<file path="config.mk">
export PLATFORM = sky130hd
export DESIGN_NAME = ysyx_24110015_lsu_axi_gen2
export DESIGN_NICKNAME = d
export VERILOG_FILES = /design/src/rtl/ysyx_24110015_lsu_pkg.sv /design/src/rtl/ysyx_24110015_lsu_lane.sv /design/src/rtl/ysyx_24110015_lsu_axi_gen2.sv
export SDC_FILE = /design/constraint.sdc
export NUM_CORES = 1
export LEC_CHECK = 0
export BUFFER_PORTS_ARGS = -buffer_cell sky130_fd_sc_hd__buf_2
export CAP_MARGIN = 20
export CORE_MARGIN = 2
export CORE_UTILIZATION = 25
export DETAILED_ROUTE_END_ITERATION = 8
export PLACE_DENSITY = 0.45
export SETUP_SLACK_MARGIN = 0.2
export SYNTH_ARGS = -nofsm -noshare
export SYNTH_HDL_FRONTEND = slang
export SYNTH_HIERARCHICAL = 1
export SYNTH_SLANG_ARGS = --single-unit
</file>
<file path="constraint.sdc">
create_clock -name clk -period 3.85 [get_ports clk]
set_clock_uncertainty 0.2 [all_clocks]
set_input_delay 0.1925 -clock clk [delete_from_list [all_inputs] [get_ports clk]]
set_output_delay 0.1925 -clock clk [all_outputs]
set_load 0.005 [all_outputs]
</file>
<file path="src/rtl/ysyx_24110015_lsu_pkg.sv">
// Shared types and helpers for the AXI-lite load/store unit.
package ysyx_24110015_lsu_pkg;

  typedef enum logic [2:0] {
    ST_IDLE,
    ST_AR,
    ST_R,
    ST_AW_W,
    ST_B,
    ST_RESP
  } lsu_state_t;

  localparam logic [2:0] FUNC3_B  = 3'b000;
  localparam logic [2:0] FUNC3_H  = 3'b001;
  localparam logic [2:0] FUNC3_W  = 3'b010;
  localparam logic [2:0] FUNC3_D  = 3'b011;
  localparam logic [2:0] FUNC3_BU = 3'b100;
  localparam logic [2:0] FUNC3_HU = 3'b101;
  localparam logic [2:0] FUNC3_WU = 3'b110;
  localparam logic [2:0] FUNC3_RSV = 3'b111;

  localparam logic [1:0] AXI_RESP_OKAY = 2'b00;

  // log2 of the access size in bytes
  function automatic logic [1:0] size_of(input logic [2:0] func3);
    return func3[1:0];
  endfunction

  // low address bits that must be zero for a naturally aligned access
  function automatic logic [2:0] align_mask(input logic [2:0] func3);
    logic [2:0] m;
    case (size_of(func3))
      2'd0:    m = 3'b000;
      2'd1:    m = 3'b001;
      2'd2:    m = 3'b011;
      default: m = 3'b111;
    endcase
    return m;
  endfunction

endpackage

</file>
<file path="src/rtl/ysyx_24110015_lsu_lane.sv">
// Byte-lane steering: load extract/extend and store data/strobe placement.
module ysyx_24110015_lsu_lane
  import ysyx_24110015_lsu_pkg::*;
#(
  parameter int DATA_W = 32,
  localparam int STRB_W = DATA_W / 8,
  localparam int OFF_W = $clog2(STRB_W)
) (
  input  logic [2:0]        func3,
  input  logic [OFF_W-1:0]  off,
  input  logic [DATA_W-1:0] bus_rdata,
  input  logic [DATA_W-1:0] store_data,
  output logic [DATA_W-1:0] load_data,
  output logic [DATA_W-1:0] bus_wdata,
  output logic [STRB_W-1:0] bus_wstrb
);

  logic [DATA_W-1:0] shifted;
  logic [7:0] mask8;

  assign shifted = bus_rdata >> {off, 3'b000};

  always_comb begin
    load_data = shifted;
    case (size_of(func3))
      2'd0: begin
        if (func3[2]) load_data = DATA_W'(shifted[7:0]);
        else          load_data = DATA_W'($signed(shifted[7:0]));
      end
      2'd1: begin
        if (func3[2]) load_data = DATA_W'(shifted[15:0]);
        else          load_data = DATA_W'($signed(shifted[15:0]));
      end
      2'd2: begin
        if (func3[2]) load_data = DATA_W'(shifted[31:0]);
        else          load_data = DATA_W'($signed(shifted[31:0]));
      end
      default: load_data = shifted;
    endcase
  end

  always_comb begin
    mask8 = 8'h01;
    case (size_of(func3))
      2'd0:    mask8 = 8'h01;
      2'd1:    mask8 = 8'h03;
      2'd2:    mask8 = 8'h0f;
      default: mask8 = 8'hff;
    endcase
  end

  assign bus_wdata = store_data << {off, 3'b000};
  assign bus_wstrb = STRB_W'(mask8) << off;

endmodule

</file>
<file path="src/rtl/ysyx_24110015_lsu_axi_gen2.sv">
// Single-outstanding AXI-lite load/store unit: request latch, FSM, address/size
// selection and response registers.
module ysyx_24110015_lsu_axi_gen2
  import ysyx_24110015_lsu_pkg::*;
#(
  parameter int ADDR_W = 32,
  parameter int DATA_W = 32,
  parameter logic [ADDR_W-1:0] WIDE_BASE = 32'h0f000000,
  parameter logic [ADDR_W-1:0] WIDE_MASK = 32'hff000000
) (
  input  logic                clk,
  input  logic                rst,
  input  logic                req_valid,
  output logic                req_ready,
  input  logic                req_we,
  input  logic [2:0]          req_func3,
  input  logic [ADDR_W-1:0]   req_addr,
  input  logic [DATA_W-1:0]   req_wdata,
  output logic                resp_valid,
  output logic [DATA_W-1:0]   resp_rdata,
  output logic                resp_err,
  output logic                resp_misalign,
  output logic [ADDR_W-1:0]   m_araddr,
  output logic [2:0]          m_arsize,
  output logic                m_arvalid,
  input  logic                m_arready,
  input  logic [DATA_W-1:0]   m_rdata,
  input  logic [1:0]          m_rresp,
  input  logic                m_rvalid,
  output logic                m_rready,
  output logic [ADDR_W-1:0]   m_awaddr,
  output logic [2:0]          m_awsize,
  output logic                m_awvalid,
  input  logic                m_awready,
  output logic [DATA_W-1:0]   m_wdata,
  output logic [DATA_W/8-1:0] m_wstrb,
  output logic                m_wvalid,
  input  logic                m_wready,
  input  logic [1:0]          m_bresp,
  input  logic                m_bvalid,
  output logic                m_bready
);

  localparam int STRB_W = DATA_W / 8;
  localparam int OFF_W = $clog2(STRB_W);

  lsu_state_t state_reg, state_next;

  logic              we_reg;
  logic [2:0]        func3_reg;
  logic [ADDR_W-1:0] addr_reg;
  logic [DATA_W-1:0] wdata_reg;
  logic              aw_done_reg, w_done_reg;
  logic [DATA_W-1:0] rdata_reg;
  logic              err_reg, misalign_reg;

  logic              accept, req_misalign, req_illegal, wide_hit;
  logic [ADDR_W-1:0] bus_addr;
  logic [2:0]        bus_size;
  logic [DATA_W-1:0] load_data;

  assign accept = req_valid && req_ready;
  assign req_misalign = (req_addr[2:0] & align_mask(req_func3)) != 3'b000;
  assign req_illegal = (req_func3 == FUNC3_RSV)
                    || ((DATA_W == 32) && (req_func3 == FUNC3_D || req_func3 == FUNC3_WU))
                    || (req_we && req_func3[2]);

  // Full-word region: bus sees a whole aligned beat, lanes still pick the bytes.
  assign wide_hit = (addr_reg & WIDE_MASK) == WIDE_BASE;
  assign bus_addr = wide_hit ? (addr_reg & ~ADDR_W'(STRB_W - 1)) : addr_reg;
  assign bus_size = wide_hit ? 3'(OFF_W) : {1'b0, size_of(func3_reg)};

  assign m_araddr = bus_addr;
  assign m_arsize = bus_size;
  assign m_awaddr = bus_addr;
  assign m_awsize = bus_size;

  ysyx_24110015_lsu_lane #(.DATA_W(DATA_W)) u_lane (
    .func3      (func3_reg),
    .off        (addr_reg[OFF_W-1:0]),
    .bus_rdata  (m_rdata),
    .store_data (wdata_reg),
    .load_data  (load_data),
    .bus_wdata  (m_wdata),
    .bus_wstrb  (m_wstrb)
  );

  always_ff @(posedge clk or posedge rst) begin
    if (rst) state_reg <= ST_IDLE;
    else     state_reg <= state_next;
  end

  always_comb begin
    state_next = state_reg;
    req_ready  = 1'b0;
    m_arvalid  = 1'b0;
    m_rready   = 1'b0;
    m_awvalid  = 1'b0;
    m_wvalid   = 1'b0;
    m_bready   = 1'b0;
    resp_valid = 1'b0;
    case (state_reg)
      ST_IDLE: begin
        req_ready = 1'b1;
        if (req_valid) begin
          if (req_misalign || req_illegal) state_next = ST_RESP;
          else if (req_we)                 state_next = ST_AW_W;
          else                             state_next = ST_AR;
        end
      end
      ST_AR: begin
        m_arvalid = 1'b1;
        if (m_arready) state_next = ST_R;
      end
      ST_R: begin
        m_rready = 1'b1;
        if (m_rvalid) state_next = ST_RESP;
      end
      ST_AW_W: begin
        m_awvalid = !aw_done_reg;
        m_wvalid  = !w_done_reg;
        if ((aw_done_reg || m_awready) && (w_done_reg || m_wready)) state_next = ST_B;
      end
      ST_B: begin
        m_bready = 1'b1;
        if (m_bvalid) state_next = ST_RESP;
      end
      ST_RESP: begin
        resp_valid = 1'b1;
        state_next = ST_IDLE;
      end
      default: state_next = ST_IDLE;
    endcase
  end

  always_ff @(posedge clk or posedge rst) begin
    if (rst) begin
      we_reg       <= 1'b0;
      func3_reg    <= 3'b000;
      addr_reg     <= '0;
      wdata_reg    <= '0;
      aw_done_reg  <= 1'b0;
      w_done_reg   <= 1'b0;
      rdata_reg    <= '0;
      err_reg      <= 1'b0;
      misalign_reg <= 1'b0;
    end else begin
      case (state_reg)
        ST_IDLE: begin
          if (accept) begin
            we_reg       <= req_we;
            func3_reg    <= req_func3;
            addr_reg     <= req_addr;
            wdata_reg    <= req_wdata;
            aw_done_reg  <= 1'b0;
            w_done_reg   <= 1'b0;
            rdata_reg    <= '0;
            err_reg      <= !req_misalign && req_illegal;
            misalign_reg <= req_misalign;
          end
        end
        ST_R: begin
          if (m_rvalid) begin
            if (m_rresp == AXI_RESP_OKAY) rdata_reg <= load_data;
            else                          err_reg   <= 1'b1;
          end
        end
        ST_AW_W: begin
          if (m_awready) aw_done_reg <= 1'b1;
          if (m_wready)  w_done_reg  <= 1'b1;
        end
        ST_B: begin
          if (m_bvalid && m_bresp != AXI_RESP_OKAY) err_reg <= 1'b1;
        end
        default: ;
      endcase
    end
  end

  assign resp_rdata    = we_reg ? '0 : rdata_reg;
  assign resp_err      = err_reg;
  assign resp_misalign = misalign_reg;

endmodule

</file>
==> results of run 1 <==
critical path, cell delays in order (launching register included):
cell and delay (ns):
dfrtp_2 0.66, buf_4 0.38, nor2_1 0.66, and2_1 0.22, buf_2 0.11
cell usage after synthesis, types with 2 or more instances:
cell,count
dfrtp_1,107
buf_2,26
nor2b_1,48
o21ai_0,49
mux2i_1,24
buf_1,2
nor3_1,4
nand2_1,96
and2_1,12
nand2b_1,4
inv_1,3
a211oi_1,9
a221oi_1,9
clkbuf_1,9
buf_4,71
nand3_1,8
buf_6,5
nor4bb_1,8
nand4_1,11
nor2_1,30
o21a_1,2
mux2_2,85
a21oi_1,33
area by class of cell:
cell class	count	area share, %
Multi-Input combinational cell	452	36.0
Sequential cell	107	31.3
Timing Repair Buffer	336	24.3
Tap cell	335	4.89
Clock buffer	11	2.83
Clock inverter	5	0.438
Inverter	4	0.204
layer usage:
metal | wire length, um | global-route usage (%)
met5 | 0 | 0
met4 | 317 | 3.78
met3 | 1040 | 3.56
met2 | 9440 | 23.6
met1 | 8690 | 18.1
power by group through the flow:
stage | Clock, mW | Sequential, mW | Combinational (mW)
finish | 0.913 | 2.19 | 3.16
detailed placement | 0 | 2.22 | 3.15
CTS | 0.956 | 2.21 | 3.22
global route | 1.01 | 2.30 | 3.52
global placement | 0 | 2.22 | 3.15
floorplan | 0 | 1.91 | 2.71
metrics by stage:
step | std cells | power [mW] | worst slack (ns) | cell area [um^2] | hold WS, ns
final | 1250 | 6.26 | 1.03 | 8570 | 0.0327
after detailed placement | 1162 | 5.37 | 1.35 | 7570 | 0.201
after global placement | 1162 | 5.36 | 1.40 | 7570 | 0.201
after floorplan | 677 | 4.61 | 0.640 | 6540 | 0.144
after CTS | 1250 | 6.38 | 0.955 | 8570 | 0.0197
after global routing | 1250 | 6.83 | 0.822 | 8570 | 0.0740
cells by family after synthesis:
logic type | synth area share (%)
and+or+nand+nor | 17.8
buffers and inverters | 11.9
AOI/OAI and AO/OA | 10.5
muxes | 18.6
DFF | 41.0
xor gates and xnor gates | 0.134
other | 0.0574
path summary, 6_finish.rpt:
kind	start	end	slack, ns	cells after the start
setup / recovery	addr_reg[1]$_DFFE_PP0P_	m_wdata[7]	1.03	4
max in group asynchronous	rst	addr_reg[0]$_DFFE_PP0P_	2.63	4
setup reg to reg	addr_reg[1]$_DFFE_PP0P_	rdata_reg[23]$_DFFE_PP0P_	1.46	5
min in group asynchronous	rst	addr_reg[12]$_DFFE_PP0P_	0.33	4
hold / removal	m_arready	state_reg[1]$_DFFE_PP0P_	0.03	3
hold reg to reg	rdata_reg[18]$_DFFE_PP0P_	rdata_reg[18]$_DFFE_PP0P_	0.27	2
==> results_dict.tcl, run 1 <==
set metrics [dict create \
    firstDrtPassIters 4 \
    fillers 2810 \
    p_sw_share_pct 41.1 \
    wl_per_cell_um 15.6 \
    clock_sinks 107 \
    synth.yosys.seq_area_share_pct 41.0 \
    ys.flop_type "dfrtp_1" \
    synth_largest_area_cell "dfrtp_1" \
    fin_setup_tns_ns 0 \
    drv_cap 0 \
    yosys-top-cells-area "dfrtp_1, mux2_2, buf_4" \
    peakVddDrop_v 0.000279 \
    yosys_warnings 6 \
    cts_inserted_buffers 9 \
    end_kind "primary output" \
    crit_path_start_kind "flip-flop" \
    avgViaCountPerCell 4.41 \
    drtIter0Drc 240 \
    period_share_pct 73.4 \
    portBuffers 256 \
    final_common_cell "buf_2" \
    cts.htree.levels 3 \
    cp.arrival_ns 2.43 \
    via_count 5517 \
    rsz0062_at_grt "false" \
    grt_start_max_net_pins 108 \
    hp-class "primary input to flip-flop" \
    finalCoreUtilization_pct 33.2 \
    start_util_pct 25.3 \
    synth_top_cell_area_share_pct 41.0 \
    path_class "flip-flop to primary output" \
    synthArstFlopShare_pct 100 \
    tritoncts "yes" \
    clk_path_buf_depth 2 \
    die_y_um 166 \
    hpwlAfterDp_um 13600 \
    cts-root-buf "clkbuf_16" \
    p_seq_share_pct 35.0 \
    syn_area_um2 6540 \
    powerDensity_nw_per_um2 731 \
    drc 0 \
    clkSlewWorstSetupHoldPaths_ns 0.08 \
    avgSynthCellArea_um2 9.67 \
    rows 59 \
    synth_cell_types 44 \
    p_switching_mw 2.57 \
    status "completed" \
    drive_gt1_share_pct 41.3 \
    grt_overflow 0 \
    ioPinCount 259 \
    synth_edf_count 0 \
    max_freq_ghz 0.354 \
    gp_congestion 0.753 \
    coreArea_um2 25800 \
    synth_cells 676 \
    final_cell_mix "buf_2, dfrtp_1, nand2_1, mux2_2, dlygate4sd3_1" \
    cts_setup_buffers 0 \
    seq_area_um2 2680 \
    maxSlewViolCount 0 \
    finalHoldViolCount 0 \
    die-area_um2 27400 \
    fin_nets 1022 \
    hold_buffers 72 \
    ctsResizeCount 0 \
    clk-insertion-delay-late_ns 0.35 \
    area_delta_synth_final_pct 31.2 \
    grt_pass1_vias 5727 \
    worst-path-max-fanout 36 \
    antenna_cells 0 \
    setup_viol 0 \
    p_leak_nw 4.03 \
    die_w_um 166 \
    detail-route-antenna-nets 0 \
    relSlewSlack_pct 36.0 \
    worstPathRequired_ns 3.46 \
    grt_pass1_wl_um 31300 \
    combPwrFrac_pct 50.4 \
    ys_seq_elements 107 \
    wirelength_um 19500 \
    power.internal_mw 3.69 \
    p_clk_share_pct 14.6 \
    grt_use_total_pct 14.1 \
    antenna_found_initial 0 \
    multiInputGateArea_um2 3090 \
    min_period_ns 2.82 \
    tightest_slew_ns 0.956 \
]
(Power assumes the default switching activity.)
==> run 2, diff against run 1 <==
Settings changed: ABC_AREA from default to 1.
Clock period 3.85 ns to 2.85 ns, I/O delays scaled along.
==> run 2 against run 1 <==
Net effect:
- worst hold slack worse by 0.0028 ns
- global-route usage increased by 1.7 points
- critical path type unchanged
- clock power is 47% higher
- first-iteration DRC count up 57%
- sequential share of layout area fell by 0.24 points
- final area increased by 0.76%
- cell count grew 20%
- via count grew 18%
- core utilization up 0.16 points
==> results_dict.tcl, run 2 <==
set metrics [dict create \
    status "completed" \
    p_leak_nw 4.78 \
    clk-insertion-delay-late_ns 0.36 \
    powerDensity_nw_per_um2 1020 \
    cts-root-buf "clkbuf_16" \
    yosys.area_share.simple_pct 31.9 \
    antenna_cells 0 \
    die_y_um 166 \
    maxSlewViolCount 0 \
    setup_viol 0 \
    via_count 6514 \
    synth_top_family_by_area "simple AND/OR/NAND/NOR gates" \
    coreArea_um2 25900 \
    path_class "flip-flop to primary output" \
    yosys-mux-area-fraction_pct 0 \
    peakVddDrop_v 0.000401 \
    path_buf_inv 2 \
    post_dp_cell_area_um2 7550 \
    yosys-top-cells-area "dfrtp_1, nand2_1, buf_4" \
    tightest_slew_ns 0.631 \
    grt_overflow 0 \
    slowest_stage "dfrtp_2" \
    worstPathRequired_ns 2.51 \
    synth_cell_types 32 \
    firstDrtPassIters 6 \
    synthXorXnorAreaFrac_pct 0 \
    fillers 2827 \
    max_freq_ghz 0.431 \
    drv_cap 0 \
    synth_edf_count 0 \
    finalHoldViolCount 0 \
    relSlewSlack_pct 57.9 \
    grt_pass1_wl_um 34900 \
    synth_common_cells "nand2_1, dfrtp_1, nor2_1, inv_1, buf_4" \
    worst-path-max-fanout 38 \
    antenna_found_initial 0 \
    portBuffers 256 \
    fin_setup_tns_ns 0 \
    period_share_pct 81.4 \
    clkSlewWorstSetupHoldPaths_ns 0.08 \
    start_util_pct 25.3 \
    cts.htree.levels 3 \
    die_w_um 166 \
    tritoncts "yes" \
    ys.flop_type "dfrtp_1" \
    synth_fa_ha_area_share_pct 0 \
    synth_cells 923 \
    gp_congestion 0.825 \
    fin_area_um2 8640 \
    drtIter0Drc 377 \
    end_kind "primary output" \
    syn_area_um2 6560 \
    detail-route-antenna-nets 0 \
    clk_path_buf_depth 2 \
    clock_sinks 107 \
    instances_no_fill 1499 \
    min_period_ns 2.32 \
    synth_largest_area_cell "dfrtp_1" \
    drive_gt1_share_pct 27.0 \
    hp-class "primary input to flip-flop" \
    fin_nets 1271 \
    yosysMostFrequentCell "nand2_1" \
    rows 59 \
    dp.cells 1406 \
    grt_start_max_net_pins 108 \
    crit_family "buffers and inverters" \
    synth_compound_area_share_pct 9.72 \
    final_cell_mix "nand2_1, buf_2, dfrtp_1, nor2_1, inv_1" \
    yosys_warnings 6 \
    crit_path_start_kind "flip-flop" \
    synth_top_cell_area_share_pct 40.8 \
    synth.yosys.seq_area_share_pct 40.8 \
    synthArstFlopShare_pct 100 \
    avgViaCountPerCell 4.35 \
    holdWs_ns 0.0299 \
    slowest_delay_ns 0.54 \
    path_cells "buf_4 -> nand2_2 -> o22ai_1 -> buf_2" \
    rsz0062_at_grt "false" \
    cts_inserted_buffers 9 \
    wirelength_um 22000 \
    ioPinCount 259 \
    ctsResizeCount 0 \
    die-area_um2 27500 \
    grt_pass1_vias 6290 \
    ys_seq_elements 107 \
    cp.arrival_ns 1.98 \
    grt_use_total_pct 15.8 \
    avgSynthCellArea_um2 7.10 \
    drc 0 \
    hpwlAfterDp_um 15700 \
    area_delta_synth_final_pct 31.8 \
    wl_per_cell_um 14.7 \
    final_common_cell "nand2_1" \
    cts_setup_buffers 0 \
]
[run 2: power breakdown]
group	total [mW]	switching [mW]	leakage (nW)	internal, mW
logic	4.80	2.97	3.26	1.83
registers	2.70	0.532	1.37	2.17
clock network	1.34	0.703	0.153	0.640
total	8.84	4.20	4.78	4.64
[run 2: worst min-delay path: stages]
cell,delay [ns]
buf_2,0.11
nand2_1,0.06
a22oi_1,0.09
nand3_1,0.09
o21ai_1,0.06
[run 2: what timing repair did]
action                                 CTS  global route
hold buffers                            77             0
setup endpoints to repair                0             0
endpoints found under the hold margin  183             0
[run 2: metal layers]
metal	wire [um]	global-route usage, %	share of wire (%)
met5	0	0	0
met2	10400	26.3	47
met1	10100	21.2	46
met4	414	4.57	1.9
met3	1050	2.74	4.8
[run 2: layout make-up]
cell class                 count  area, um^2  area share, %
tap                          335         419           4.85
clock inverter                 7        88.8           1.03
timing repair buffer         341        2160           25.0
sequential                   107        2680           31.0
clock buffer                   9         225           2.61
inverter                      85         328           3.79
multi-input combinational    615        2740           31.7
[run 2: path summary, 6_finish.rpt]
| check | startpoint | slack [ns] | depth (start not counted) | to |
|---|---|---|---|---|
| hold / removal | m_rdata[5] | 0.03 | 5 | rdata_reg[5]$_DFFE_PP0P_ |
| setup / recovery | addr_reg[1]$_DFFE_PP0P_ | 0.53 | 4 | m_wdata[21] |
| hold reg to reg | wdata_reg[3]$_DFFE_PP0P_ | 0.28 | 2 | wdata_reg[3]$_DFFE_PP0P_ |
| max in group asynchronous | rst | 1.63 | 4 | addr_reg[1]$_DFFE_PP0P_ |
| min in group asynchronous | rst | 0.29 | 4 | addr_reg[17]$_DFFE_PP0P_ |
| setup reg to reg | addr_reg[0]$_DFFE_PP0P_ | 0.74 | 7 | rdata_reg[19]$_DFFE_PP0P_ |
[run 2: cells by family after synthesis]
| kind of cell | after synthesis |
|---|---|
| other | 1 |
| DFF | 107 |
| and+or+nand+nor | 494 |
| AOI/OAI and AO/OA | 119 |
| buffers and inverters | 202 |
[run 2: per-stage QoR]
step / setup slack [ns] / util, % / power [mW]
after detailed placement: 0.730 / 29.2 / 7.52
after global routing: 0.393 / 33.3 / 9.71
final: 0.529 / 33.3 / 8.84
after global placement: 0.755 / 29.2 / 7.52
after floorplan: 1.22 / - / 6.27
after CTS: 0.493 / 33.3 / 9.00
==> run 3, diff against run 2 <==
Clock period 2.85 ns to 2.4 ns, I/O delays scaled along.
==> run 3 against run 2 <==
Net effect:
- sequential cell count unchanged
- sequential power is 16% higher
- power is 19% higher
- largest cell class unchanged
- highest routed layer unchanged
==> results_dict.tcl, run 3 (synthesized netlist as in run 2, its figures left out) <==
set metrics [dict create \
    status "completed" \
    end_kind "primary output" \
    grt_pass1_vias 6398 \
    powerDensity_nw_per_um2 1210 \
    gp_congestion 0.846 \
    final_common_cell "nand2_1" \
    clkSlewWorstSetupHoldPaths_ns 0.08 \
    worstPathRequired_ns 2.08 \
    crit_path_start_kind "flip-flop" \
    drv_cap 0 \
    cp.arrival_ns 1.78 \
    slowest_stage "dfrtp_2" \
    path_class "flip-flop to primary output" \
    drc 0 \
    wl_per_cell_um 14.5 \
    endpoint "m_wdata[19]" \
    coreArea_um2 25900 \
    p_switching_mw 4.99 \
    firstDrtPassIters 4 \
    grt_use_total_pct 15.8 \
    finalCoreUtilization_pct 33.7 \
    worst-path-max-fanout 36 \
    antenna_cells 0 \
    portBuffers 256 \
    hp-class "primary input to flip-flop" \
    final_cell_mix "nand2_1, buf_2, dfrtp_1, nor2_1, dlygate4sd3_1" \
    rows 59 \
    p_leak_nw 4.83 \
    combPwrFrac_pct 55.4 \
    clk-insertion-delay-late_ns 0.36 \
    grt_pass1_wl_um 35100 \
    tightest_slew_ns 0.635 \
    drive_gt1_share_pct 27.3 \
    period_share_pct 87.4 \
    peakVddDrop_v 0.000386 \
    r2r_start "addr_reg[0]$_DFFE_PP0P_" \
    r2r_cells 8 \
    finalHoldViolCount 0 \
    totalPowerFinal_mw 10.6 \
    die_y_um 166 \
    max_freq_ghz 0.476 \
    drtIter0Drc 369 \
    min_period_ns 2.10 \
    cts.htree.levels 3 \
    hpwlAfterDp_um 15800 \
    rsz0062_at_grt "false" \
    area_delta_synth_final_pct 33.1 \
    grt_start_max_net_pins 108 \
    slowest_delay_ns 0.46 \
    fin_nets 1279 \
    power.internal_mw 5.57 \
    tritoncts "yes" \
    clock_sinks 107 \
    via_count 6491 \
    rr_endpoint "rdata_reg[0]$_DFFE_PP0P_" \
    setup_viol 0 \
    preCtsSetupSlack_ns 0.466 \
    start_util_pct 25.3 \
    grt_overflow 0 \
    worstHoldStart "m_rdata[25]" \
    die_w_um 166 \
    maxSlewViolCount 0 \
    crit_family "flip-flops" \
    startpoint "addr_reg[0]$_DFFE_PP0P_" \
    p_seq_share_pct 29.7 \
    path_cells "inv_6 -> nand2_2 -> o22ai_1 -> buf_2" \
    cts_setup_buffers 0 \
    holdWs_ns 0.0176 \
    die-area_um2 27500 \
    clk_path_buf_depth 2 \
    cp.depth 4 \
    path_buf_inv 2 \
    layout_setup_ws_ns 0.301 \
    cts_inserted_buffers 9 \
    antenna_found_initial 0 \
    fin_setup_tns_ns 0 \
    p_sw_share_pct 47.3 \
    wirelength_um 21900 \
    ioPinCount 259 \
    p_clk_share_pct 15.0 \
    relSlewSlack_pct 57.7 \
    detail-route-antenna-nets 0 \
    avgViaCountPerCell 4.31 \
    reg2reg_slack_ns 0.44 \
    cts-root-buf "clkbuf_16" \
]
==> run 3: cell count changes in the layout (fill, tap and decap cells not counted), sizes merged <==
cell,previous run,this run
dlygate4sd3,77,80
buf,264,269
==> run 3: worst min-delay path by stage <==
stage	cells past startpoint	endpoint
after floorplan	2	wdata_reg[0]$_DFFE_PP0P_
after global placement	3	addr_reg[4]$_DFFE_PP0P_
after detailed placement	3	addr_reg[30]$_DFFE_PP0P_
after CTS	5	rdata_reg[25]$_DFFE_PP0P_
after global routing	5	rdata_reg[31]$_DFFE_PP0P_
final	5	rdata_reg[25]$_DFFE_PP0P_
==> run 3: cell type report <==
cell class	count	area [um^2]
Tap cell	335	419
Timing Repair Buffer	349	2240
Inverter	85	328
Clock inverter	7	88.8
Fill cell	2879	17200
Multi-Input combinational cell	615	2740
Sequential cell	107	2680
Clock buffer	9	225
==> run 3: per-stage QoR <==
stage	instances	cell area (um^2)
5_1_grt	1507	8720
6_report	1507	8720
3_3_place_gp	1411	7590
4_1_cts	1507	8710
3_5_place_dp	1411	7590
2_1_floorplan	924	6560
==> run 3: per-layer routing <==
metal | GRT usage [%] | part of all wire (%)
met5 | 0 | 0
met4 | 3.55 | 0.99
met3 | 2.74 | 4.5
met2 | 26.6 | 49
met1 | 21.4 | 46
==> run 3: tightest hold or removal path, stage by stage <==
cell     delay [ns]
buf_2          0.13
nand3_1        0.08
nand3_1        0.07
nand3_1        0.08
o21ai_1        0.06
==> run 3: repair_timing <==
item | in CTS | in global routing
hold endpoints to repair | 185 | 0
hold buffers | 80 | 0
endpoints found under the setup margin | 3 | 3
gates resized for setup | 2 | 2
==> run 3: power groups by stage <==
stage	Combinational (mW)	Sequential (mW)	Clock [mW]
6_report	5.85	3.13	1.58
5_1_grt	6.60	3.25	1.73
4_1_cts	5.95	3.14	1.66
3_5_place_dp	5.83	3.16	0
3_3_place_gp	5.81	3.16	0
2_1_floorplan	4.46	2.98	0
